$ cat src/rtl/bus_rr_sched_if.sv
// Signal bundle between the four bus masters, the shared bus strobes and the round-robin scheduler.
// All request and grant lines are active low, matching the shared bus.
interface bus_rr_sched_if;
  logic       m0_req_;
  logic       m1_req_;
  logic       m2_req_;
  logic       m3_req_;
  logic       m0_grnt_;
  logic       m1_grnt_;
  logic       m2_grnt_;
  logic       m3_grnt_;
  logic       s_as_;
  logic       m_rdy_;
  logic [1:0] owner;
  logic       busy;
  logic       bus_err;
  logic [1:0] err_master;

  modport master (
    output m0_req_, m1_req_, m2_req_, m3_req_, s_as_, m_rdy_,
    input  m0_grnt_, m1_grnt_, m2_grnt_, m3_grnt_, owner, busy, bus_err, err_master
  );

  modport slave (
    input  m0_req_, m1_req_, m2_req_, m3_req_, s_as_, m_rdy_,
    output m0_grnt_, m1_grnt_, m2_grnt_, m3_grnt_, owner, busy, bus_err, err_master
  );
endinterface

$ cat src/rtl/bus_rr_sched.sv
// Round-robin scheduler for the 4-master shared bus: registered one-hot active-low grants, 1-cycle dead
// handover, MAX_XFER preemption. Define BUS_RR_SCHED_WDOG_EN to add the stalled-slave watchdog.
module bus_rr_sched #(
  parameter int unsigned MAX_XFER = 16,
  parameter int unsigned TIMEOUT  = 64
) (
  input  logic          clk,
  input  logic          reset,
  bus_rr_sched_if.slave bus
);

  typedef enum logic [1:0] {
    IDLE     = 2'd0,
    GRANT    = 2'd1,
    HANDOVER = 2'd2
  } state_e;

  localparam logic [7:0] MAX_XFER_C = 8'(MAX_XFER);
  localparam logic [7:0] CNT_SAT_C  = (MAX_XFER == 32'd0) ? 8'hFF : 8'(MAX_XFER);

  state_e     state_q, state_d;
  logic [3:0] grnt_q, grnt_d;
  logic [1:0] owner_q, owner_d;
  logic [1:0] last_q, last_d;
  logic       busy_q, busy_d;
  logic [7:0] cnt_q, cnt_d;

  logic [3:0] req_s;
  logic [2:0] pick_s;
  logic       xfer_s;
  logic [7:0] cnt_inc_s;
  logic       release_s;
  logic       others_s;
  logic       preempt_s;
  logic       wdog_s;
  logic       exit_s;

  // Rotating search starting after the last owner; returns {found, index}.
  function automatic logic [2:0] rr_pick(input logic [3:0] req, input logic [1:0] last);
    logic [2:0] res;
    logic [1:0] idx;
    res = 3'b000;
    for (int i = 4; i >= 1; i--) begin
      idx = last + 2'(i);
      if (req[idx]) begin
        res = {1'b1, idx};
      end else begin
        res = res;
      end
    end
    return res;
  endfunction

  assign req_s     = ~{bus.m3_req_, bus.m2_req_, bus.m1_req_, bus.m0_req_};
  assign pick_s    = rr_pick(req_s, last_q);
  assign xfer_s    = ~bus.s_as_ & ~bus.m_rdy_;
  assign cnt_inc_s = (xfer_s && (cnt_q != CNT_SAT_C)) ? (cnt_q + 8'd1) : cnt_q;
  assign release_s = ~req_s[owner_q];
  assign others_s  = |(req_s & ~(4'b0001 << owner_q));
  assign preempt_s = (MAX_XFER_C != 8'd0) && (cnt_inc_s >= MAX_XFER_C) && others_s;
  assign exit_s    = (state_q == GRANT) && (release_s || wdog_s || preempt_s);

  // Next-state and next-output logic for the grant FSM.
  always_comb begin
    state_d = state_q;
    grnt_d  = grnt_q;
    owner_d = owner_q;
    last_d  = last_q;
    busy_d  = busy_q;
    cnt_d   = cnt_q;
    case (state_q)
      IDLE, HANDOVER: begin
        if (pick_s[2]) begin
          state_d = GRANT;
          grnt_d  = ~(4'b0001 << pick_s[1:0]);
          owner_d = pick_s[1:0];
          last_d  = pick_s[1:0];
          busy_d  = 1'b1;
          cnt_d   = 8'd0;
        end else begin
          state_d = IDLE;
          grnt_d  = 4'hF;
          busy_d  = 1'b0;
        end
      end
      GRANT: begin
        if (exit_s) begin
          state_d = HANDOVER;
          grnt_d  = 4'hF;
          busy_d  = 1'b0;
          cnt_d   = 8'd0;
        end else begin
          cnt_d   = cnt_inc_s;
        end
      end
      default: begin
        state_d = IDLE;
        grnt_d  = 4'hF;
        busy_d  = 1'b0;
        cnt_d   = 8'd0;
      end
    endcase
  end

  // Grant FSM state and registered outputs.
  always_ff @(posedge clk or posedge reset) begin
    if (reset) begin
      state_q <= IDLE;
      grnt_q  <= 4'hF;
      owner_q <= 2'd0;
      last_q  <= 2'd3;
      busy_q  <= 1'b0;
      cnt_q   <= 8'd0;
    end else begin
      state_q <= state_d;
      grnt_q  <= grnt_d;
      owner_q <= owner_d;
      last_q  <= last_d;
      busy_q  <= busy_d;
      cnt_q   <= cnt_d;
    end
  end

`ifdef BUS_RR_SCHED_WDOG_EN
  localparam logic [15:0] TIMEOUT_C = 16'(TIMEOUT);

  logic [15:0] stall_q, stall_d;
  logic        stall_s;
  logic        bus_err_q, bus_err_d;
  logic [1:0]  err_master_q, err_master_d;

  assign stall_s = (state_q == GRANT) && ~bus.s_as_ && bus.m_rdy_;
  assign wdog_s  = stall_s && ((stall_q + 16'd1) == TIMEOUT_C);

  // Stall counter; a release in the same cycle wins over the watchdog and reports nothing.
  always_comb begin
    stall_d      = 16'd0;
    bus_err_d    = 1'b0;
    err_master_d = err_master_q;
    if (stall_s && !exit_s) begin
      stall_d = stall_q + 16'd1;
    end else begin
      stall_d = 16'd0;
    end
    if (wdog_s && !release_s) begin
      bus_err_d    = 1'b1;
      err_master_d = owner_q;
    end else begin
      bus_err_d    = 1'b0;
    end
  end

  // Watchdog registers.
  always_ff @(posedge clk or posedge reset) begin
    if (reset) begin
      stall_q      <= 16'd0;
      bus_err_q    <= 1'b0;
      err_master_q <= 2'd0;
    end else begin
      stall_q      <= stall_d;
      bus_err_q    <= bus_err_d;
      err_master_q <= err_master_d;
    end
  end

  assign bus.bus_err    = bus_err_q;
  assign bus.err_master = err_master_q;
`else
  assign wdog_s         = 1'b0;
  assign bus.bus_err    = 1'b0;
  assign bus.err_master = 2'd0;
`endif

  assign bus.m0_grnt_ = grnt_q[0];
  assign bus.m1_grnt_ = grnt_q[1];
  assign bus.m2_grnt_ = grnt_q[2];
  assign bus.m3_grnt_ = grnt_q[3];
  assign bus.owner    = owner_q;
  assign bus.busy     = busy_q;

endmodule
$ cat src/flat_wrapper.sv
// flat-port wrapper written by rule: the top's interface ports become plain ports
module bus_rr_sched_flat 
#(
  parameter int unsigned MAX_XFER = 16,
  parameter int unsigned TIMEOUT  = 64
)
  (clk, reset, bus_m0_req_, bus_m1_req_, bus_m2_req_, bus_m3_req_, bus_s_as_, bus_m_rdy_, bus_m0_grnt_, bus_m1_grnt_, bus_m2_grnt_, bus_m3_grnt_, bus_owner, bus_busy, bus_bus_err, bus_err_master);
  bus_rr_sched_if bus_i ();
  input  logic clk;
  input  logic reset;
  input wire logic [$bits(bus_i.m0_req_)-1:0] bus_m0_req_;
  input wire logic [$bits(bus_i.m1_req_)-1:0] bus_m1_req_;
  input wire logic [$bits(bus_i.m2_req_)-1:0] bus_m2_req_;
  input wire logic [$bits(bus_i.m3_req_)-1:0] bus_m3_req_;
  input wire logic [$bits(bus_i.s_as_)-1:0] bus_s_as_;
  input wire logic [$bits(bus_i.m_rdy_)-1:0] bus_m_rdy_;
  output wire logic [$bits(bus_i.m0_grnt_)-1:0] bus_m0_grnt_;
  output wire logic [$bits(bus_i.m1_grnt_)-1:0] bus_m1_grnt_;
  output wire logic [$bits(bus_i.m2_grnt_)-1:0] bus_m2_grnt_;
  output wire logic [$bits(bus_i.m3_grnt_)-1:0] bus_m3_grnt_;
  output wire logic [$bits(bus_i.owner)-1:0] bus_owner;
  output wire logic [$bits(bus_i.busy)-1:0] bus_busy;
  output wire logic [$bits(bus_i.bus_err)-1:0] bus_bus_err;
  output wire logic [$bits(bus_i.err_master)-1:0] bus_err_master;
  assign bus_i.m0_req_ = bus_m0_req_;
  assign bus_i.m1_req_ = bus_m1_req_;
  assign bus_i.m2_req_ = bus_m2_req_;
  assign bus_i.m3_req_ = bus_m3_req_;
  assign bus_i.s_as_ = bus_s_as_;
  assign bus_i.m_rdy_ = bus_m_rdy_;
  assign bus_m0_grnt_ = bus_i.m0_grnt_;
  assign bus_m1_grnt_ = bus_i.m1_grnt_;
  assign bus_m2_grnt_ = bus_i.m2_grnt_;
  assign bus_m3_grnt_ = bus_i.m3_grnt_;
  assign bus_owner = bus_i.owner;
  assign bus_busy = bus_i.busy;
  assign bus_bus_err = bus_i.bus_err;
  assign bus_err_master = bus_i.err_master;
  bus_rr_sched #(.MAX_XFER(MAX_XFER), .TIMEOUT(TIMEOUT)) u_core (.clk(clk), .reset(reset), .bus(bus_i));
endmodule
$ cat config.mk
export PLATFORM = sky130hd
export DESIGN_NAME = bus_rr_sched_flat
export DESIGN_NICKNAME = d
export VERILOG_FILES = /design/src/rtl/bus_rr_sched_if.sv /design/src/rtl/bus_rr_sched.sv /design/src/flat_wrapper.sv
export SDC_FILE = /design/constraint.sdc
export NUM_CORES = 1
export LEC_CHECK = 0
export CAP_MARGIN = 10
export CORE_MARGIN = 3
export CORE_UTILIZATION = 57
export DETAILED_ROUTE_END_ITERATION = 10
export GPL_ROUTABILITY_DRIVEN = 0
export HOLD_SLACK_MARGIN = 0.12
export MAX_ROUTING_LAYER = met4
export PLACE_DENSITY = 0.93
export SYNTH_ARGS = -nofsm -noshare
export SYNTH_HDL_FRONTEND = slang
export SYNTH_SLANG_ARGS = --single-unit
$ cat constraint.sdc
create_clock -name clk -period 4.7 [get_ports clk]
set_input_delay 0.47 -clock clk [delete_from_list [all_inputs] [get_ports clk]]
set_output_delay 0.47 -clock clk [all_outputs]
set_load 0.1 [all_outputs]
=== After elaboration in Yosys (flattened, before gate mapping) ===
Cells that the tools add are included.

* Register bits: 19
* Output and inout port bits: 10
* Word-level logic and storage cells: 66
* Bits of input ports: 8

* Equality and inequality tests: 5
* Muxes and demuxes: 27
* Bitwise operators: 8
* Magnitude comparators: 6
* $add $sub $neg: 4
* Shifts and indexed selects: 2
* Reductions and logical operators: 8

{| class="wikitable"
|+ Operators by type and width
! operator !! count
|-
| 8-bit 2-to-1 mux || 3
|-
| 8-bit case mux with 2 select lines || 1
|-
| 2-bit by 3-bit < comparator with 1-bit output (second input constant) || 5
|-
| 3-bit 2-to-1 mux || 4
|-
| 4-bit inverter || 3
|-
| 1-bit binary-select mux with 2-bit select || 5
|-
| 8-bit by 1-bit adder with 8-bit output (second input constant) || 1
|-
| 8-bit by 5-bit greater-or-equal comparator with 1-bit output (second input constant) || 1
|-
| 1-bit 2-to-1 mux || 8
|-
| 4-bit 2-to-1 mux || 2
|-
| 8-bit by 5-bit != test with 1-bit output (second input constant) || 1
|-
| 4-bit case mux with 2 select lines || 1
|-
| 1-bit by 2-bit << shifter with 4-bit output (first input constant) || 2
|-
| 2-bit adder (second input constant) || 2
|-
| 4-bit AND || 1
|-
| 2-bit by 1-bit != test with 1-bit output (second input constant) || 2
|-
| 2-bit case mux with 2 select lines || 1
|-
| 4-bit OR reduction || 1
|-
| 1-bit logical AND || 3
|-
| 1-bit inverter || 3
|-
| 2-bit by 1-bit adder with 2-bit output (second input constant) || 1
|-
| 2-bit by 1-bit equality test with 1-bit output (second input constant) || 1
|-
| 2-bit equality test (second input constant) || 1
|-
| 2-bit logical NOT || 1
|-
| other kinds (6) || 6
|}

=== Longest topological paths before layout ===
* Word-level depth: 11
* Depth in mapped cells: 8
* Depth with buffers taken out: 7

=== Worst setup path after synthesis ===
No wires, ideal clock.

* Kind: register to register
* From: reg u_core.owner_q[1], in the netlist u_core.bus.owner[1]
* To: reg u_core.cnt_q[3]
* Stages on the path, launching flop included: 6
* Arrival time: 2.174 ns
* Buffers on the path: 1
* Required time: 4.599 ns
* Clock period less this slack: 2.274 ns
* Library setup time: 0.101 ns
* Setup slack: 2.426 ns
* Cell sequence: dfrtp_1 > mux4_2 > a21oi_2 > nand2b_1 > buf_6 > o311ai_2

* Word-level cells in the longest chain between the ends: 9
* Elaborated cells on any way between the ends: 12
* Classes of those cells: 1 x shift; 4 x mux; 3 x bitwise; 4 x reduce/logical

{| class="wikitable"
|+ RTL lines
! what !! line !! text
|-
| start: declaration || bus_rr_sched.sv:23 || <nowiki>logic [1:0] owner_q, owner_d;</nowiki>
|-
| start signal: assignment || bus_rr_sched.sv:117 || <nowiki>owner_q <= owner_d;</nowiki>
|-
| 1-bit by 2-bit << shifter with 4-bit output || bus_rr_sched.sv:59 || <nowiki>assign others_s = |(req_s & ~(4'b0001 << owner_q));</nowiki>
|-
| 4-bit inverter || bus_rr_sched.sv:59 ||
|-
| 4-bit AND || bus_rr_sched.sv:59 ||
|-
| 4-bit OR reduction || bus_rr_sched.sv:59 ||
|-
| 1-bit logical AND || bus_rr_sched.sv:60 || <nowiki>assign preempt_s = (MAX_XFER_C != 8'd0) && (cnt_inc_s >= MAX_XFER_C) && others_s;</nowiki>
|-
| 1-bit logical OR (*) || bus_rr_sched.sv:61 || <nowiki>assign exit_s = (state_q == GRANT) && (release_s || wdog_s || preempt_s);</nowiki>
|-
| 1-bit logical AND (*) || bus_rr_sched.sv:61 ||
|-
| 8-bit 2-to-1 mux (*) || bus_rr_sched.sv:87 || <nowiki>if (exit_s) begin</nowiki>
|-
| 8-bit case mux with 2 select lines (*) || bus_rr_sched.sv:71 || <nowiki>case (state_q)</nowiki>
|-
| end signal: assignment || bus_rr_sched.sv:120 || <nowiki>cnt_q <= cnt_d;</nowiki>
|-
| end: declaration || bus_rr_sched.sv:26 || <nowiki>logic [7:0] cnt_q, cnt_d;</nowiki>
|}

Every way passes the cells marked *; elsewhere a longest branch is shown, timed or not. The select of a mux whose other input is x is not followed.
A chain may end at the register's enable or synchronous reset.

=== Worst setup path in the final report ===
* From: reg u_core.grnt_q[3]
* To: out bus_m3_grnt_

{| class="wikitable"
|+ RTL lines
! what !! line !! text
|-
| start: declaration || bus_rr_sched.sv:22 || <nowiki>logic [3:0] grnt_q, grnt_d;</nowiki>
|-
| start signal: assignment || bus_rr_sched.sv:116 || <nowiki>grnt_q <= grnt_d;</nowiki>
|-
| end: declaration || flat_wrapper.sv:20 || <nowiki>output wire logic [$bits(bus_i.m3_grnt_)-1:0] bus_m3_grnt_;</nowiki>
|}

No word-level cell between the ends.

==> impl_results.rst <==
.. list-table::
   :header-rows: 1

   * - Metric
     - Value
   * - Classification of the worst setup path
     - flip-flop to primary output
   * - Via count of the first global-routing pass
     - between 900 and 1000
   * - R2R cell count
     - 7
   * - Max-slew violation total from the final report
     - 0
   * - Site row count
     - 15
   * - Final min period
     - 2.467 ns
   * - Critical-path maximum fanout
     - 2
   * - Crit end category
     - primary output
   * - Maximum VDD drop
     - 0.5916 mV
   * - Destination of the worst register-to-register timing path
     - u_core.cnt_q[0]$_DFFE_PP0P_
   * - Final #Nets
     - 151
   * - Floorplan die width
     - 51.62 um
   * - Achievable clock frequency
     - ~0.41 GHz
   * - Slew at the pin with the worst max-slew slack
     - 0.9732 ns
   * - Cell Pwr Density
     - between 600 and 700 nW/um^2
   * - Synthesized area divided by synthesized cell count
     - approximately 9.3 sq um
   * - Post-Synthesis Cell Area
     - about 1200 sq um
   * - Total power consumption of the routed design
     - 848.3 uW
   * - Area share of the largest cell type after synthesis
     - 0.2743
   * - Signal arrival time at the worst endpoint
     - 2.00 ns
   * - Number of H-tree levels
     - 1
   * - Die Height
     - 51.62 um
   * - Synth Warn #
     - 0
   * - Hold endpoint
     - u_core.grnt_q[0]$_DFFE_PP1P_
   * - Overall die area
     - 2664 sq um
   * - Total GRT Usage
     - 0.2273
   * - Count of routing violations after the opening detailed-route iteration
     - 27
   * - Launch instance of the worst min-delay path
     - u_core.grnt_q[0]$_DFFE_PP1P_
   * - Max cap viols
     - 0
   * - WP buf/inv
     - 1
   * - Clk pin slew, worst setup/hold paths
     - approximately 0.12 ns
   * - Global-route wire length before repair
     - 4367 um
   * - Overflow after GRT
     - 0
   * - HPWL reported at the end of detailed placement
     - 1866 um
   * - Total iterations of the first detailed-routing run
     - 4
   * - Largest stage delay, worst path
     - about 1.1 ns
   * - Buffers on Ports
     - 14
   * - Routed len/inst
     - 15.35 um
   * - Leading register cell type out of synthesis
     - sky130_fd_sc_hd__dfrtp_1
   * - Run status
     - complete, no violations
   * - Boundary pin count
     - 18
   * - Largest net degree at the start of global routing
     - 20
   * - Routed WL
     - 2533 um
   * - TNS Setup
     - 0 ns
   * - Async S/R FF share, synth
     - 1.000
   * - Most common cell in the netlist
     - sky130_fd_sc_hd__nand2_1
   * - Area Overhead vs Synth
     - 12.45%
   * - Number of CTS-inserted buffers
     - 3
   * - FF+latch count, synth
     - 19
   * - Share of synthesized area occupied by flip-flops and latches
     - 0.4072
   * - Setup slack, reg-to-reg
     - approximately 2.2 ns
   * - Final critical-path share of the clock period
     - 0.5250
   * - Source-to-sink clock delay at the later pin of the worst-skew pair
     - 0.31 ns
   * - Clock sink total
     - 19
   * - Worst slew margin
     - 0.3492
   * - Leakage power
     - 0.5159 nW
   * - Gates resized, CTS repair
     - 0
   * - Post-synth EDFFs
     - 0
   * - Number of antenna violations at the first check in global routing
     - 0
   * - Initial cell density of the core
     - 0.6449
   * - Worst hold path depth
     - 1
   * - Cts-stage hold buffer count
     - 0
   * - CTS tree
     - done
   * - Clock Tree Root
     - sky130_fd_sc_hd__clkbuf_4
   * - CP Launch Type
     - flip-flop
   * - Count of antenna diodes in the layout
     - 0
   * - Required @ worst endpoint
     - 4.23 ns
   * - Worst flop-to-flop path startpoint
     - u_core.cnt_q[0]$_DFFE_PP0P_
   * - Most frequent cells after synthesis
     - sky130_fd_sc_hd__nand2_1 (20), sky130_fd_sc_hd__dfrtp_1 (13), sky130_fd_sc_hd__inv_1 (10)
   * - Biggest area contributors in the synthesized netlist
     - sky130_fd_sc_hd__dfrtp_1 (27%), sky130_fd_sc_hd__dfstp_2 (13%), sky130_fd_sc_hd__nand2_1 (6.3%)
   * - Count of endpoints failing setup in the final report
     - 0
   * - Count of mapped cells out of synthesis
     - roughly 130
   * - Share of layout cells above drive strength 1
     - 0.1500
   * - Worst-case clock buffer depth
     - 2
   * - Count of cell types in the netlist
     - 45
   * - Post-route ant nets
     - 0
   * - Fin. Hold Viols
     - 0
   * - Clock Skews
     - 0.004157 ns
   * - Critical path's slowest cell
     - sky130_fd_sc_hd__clkdlybuf4s50_1
   * - RSZ-0062 raised after global routing
     - no
   * - Cell type group with the largest total delay on the critical path
     - buffers and inverters
   * - Residual DRC count
     - 0
   * - DR vias/cell
     - between 6 and 7
   * - Path class of the lowest-slack min-delay path
     - flip-flop to flip-flop
   * - Sequence of cells on the critical path
     - clkdlybuf4s50_1
   * - Buffers inserted by post-CTS timing repair
     - 0
   * - Largest area contributor in the netlist
     - sky130_fd_sc_hd__dfrtp_1
   * - Core area
     - 1839 sq um
   * - Detailed-route via count
     - 1014
-- worst max-delay path by stage --
stage | start | to | slack (ns) | cells past startpoint
floorplan | u_core.bus.owner[1]$_DFFE_PP0P_ | u_core.cnt_q[3]$_DFFE_PP0P_ | 2.43 | 5
global placement | bus_s_as_ | u_core.cnt_q[0]$_DFFE_PP0P_ | 2.03 | 7
detailed placement | bus_s_as_ | u_core.cnt_q[0]$_DFFE_PP0P_ | 1.97 | 7
CTS | u_core.grnt_q[3]$_DFFE_PP1P_ | bus_m3_grnt_ | 2.22 | 1
global route | u_core.cnt_q[0]$_DFFE_PP0P_ | u_core.cnt_q[0]$_DFFE_PP0P_ | 1.96 | 7
finish | u_core.grnt_q[3]$_DFFE_PP1P_ | bus_m3_grnt_ | 2.23 | 1
-- cell families (layout without fill, tap and decap cells) --
group	count (synthesis)	count (layout)	share of synthesized area
other cells	1	3	0.003162
simple gates	52	52	0.2226
mux	2	2	0.02743
flops	19	19	0.4072
fa+ha+maj	2	2	0.02109
buf+inv	18	28	0.08333
compound gates	34	34	0.2352
-- power breakdown --
group / internal (mW) / total, mW / switching (mW) / leakage, nW
sequential: 0.228 / 0.276 / 0.0478 / 0.234
clock: 0.0324 / 0.0890 / 0.0566 / 0.0139
combinational: 0.129 / 0.484 / 0.354 / 0.268
total: 0.389 / 0.848 / 0.459 / 0.516
-- registers in the layout, summed over array words and instances, names as in the netlist --
signal and count:
u_core.bus.owner 2, u_core.bus.busy 1, u_core.last_q 2, u_core.grnt_q 4
u_core.state_q 2, u_core.cnt_q 8
-- placed cells by master, fill, tap and decap left out, drive strengths merged, types with 2 or more instances in the layout --
| cell | count |
|---|---|
| a211oi | 2 |
| a21oi | 6 |
| a2bb2oi | 2 |
| and2 | 2 |
| clkbuf | 3 |
| clkdlybuf4s50 | 14 |
| conb | 3 |
| dfrtp | 13 |
| dfstp | 6 |
| ha | 2 |
| inv | 10 |
| nand2 | 20 |
| nand2b | 4 |
| nand3 | 8 |
| nand4 | 3 |
| nor2 | 8 |
| o21a | 3 |
| o21ai | 4 |
| o221ai | 2 |
| o22a | 2 |
| o22ai | 3 |
| o311ai | 3 |
-- per-stage QoR --
step                      area (sq um)    util  setup slack [ns]  hold WS [ns]  cells
after floorplan                   1194       -             2.426        0.4167    130
after global placement            1304  0.7088             2.031        0.4727    161
after detailed placement          1304  0.7088             1.973        0.4932    161
after CTS                         1334  0.7252             2.216        0.5153    165
after global routing              1334  0.7252             1.960        0.5253    165
final                             1334  0.7252             2.233        0.5145    165
-- layer usage --
layer  up-vias  routed length, um  global-route usage
met5         -                  0                   -
met3         4                170             0.06304
li1        479                  -                   -
met2        52               1258              0.3792
met1       479               1083              0.2714
met4         0                 21             0.06114
-- layout make-up --
class | instances | area, sq um
Clock inverter | 1 | 7.507
Multi-Input combinational cell | 93 | 611.8
Inverter | 10 | 37.54
Tap cell | 25 | 31.28
Fill cell | 134 | 505.5
Clock buffer | 3 | 22.52
Sequential cell | 19 | 483.0
Timing Repair Buffer | 14 | 140.1
(Power assumes the default switching activity.)
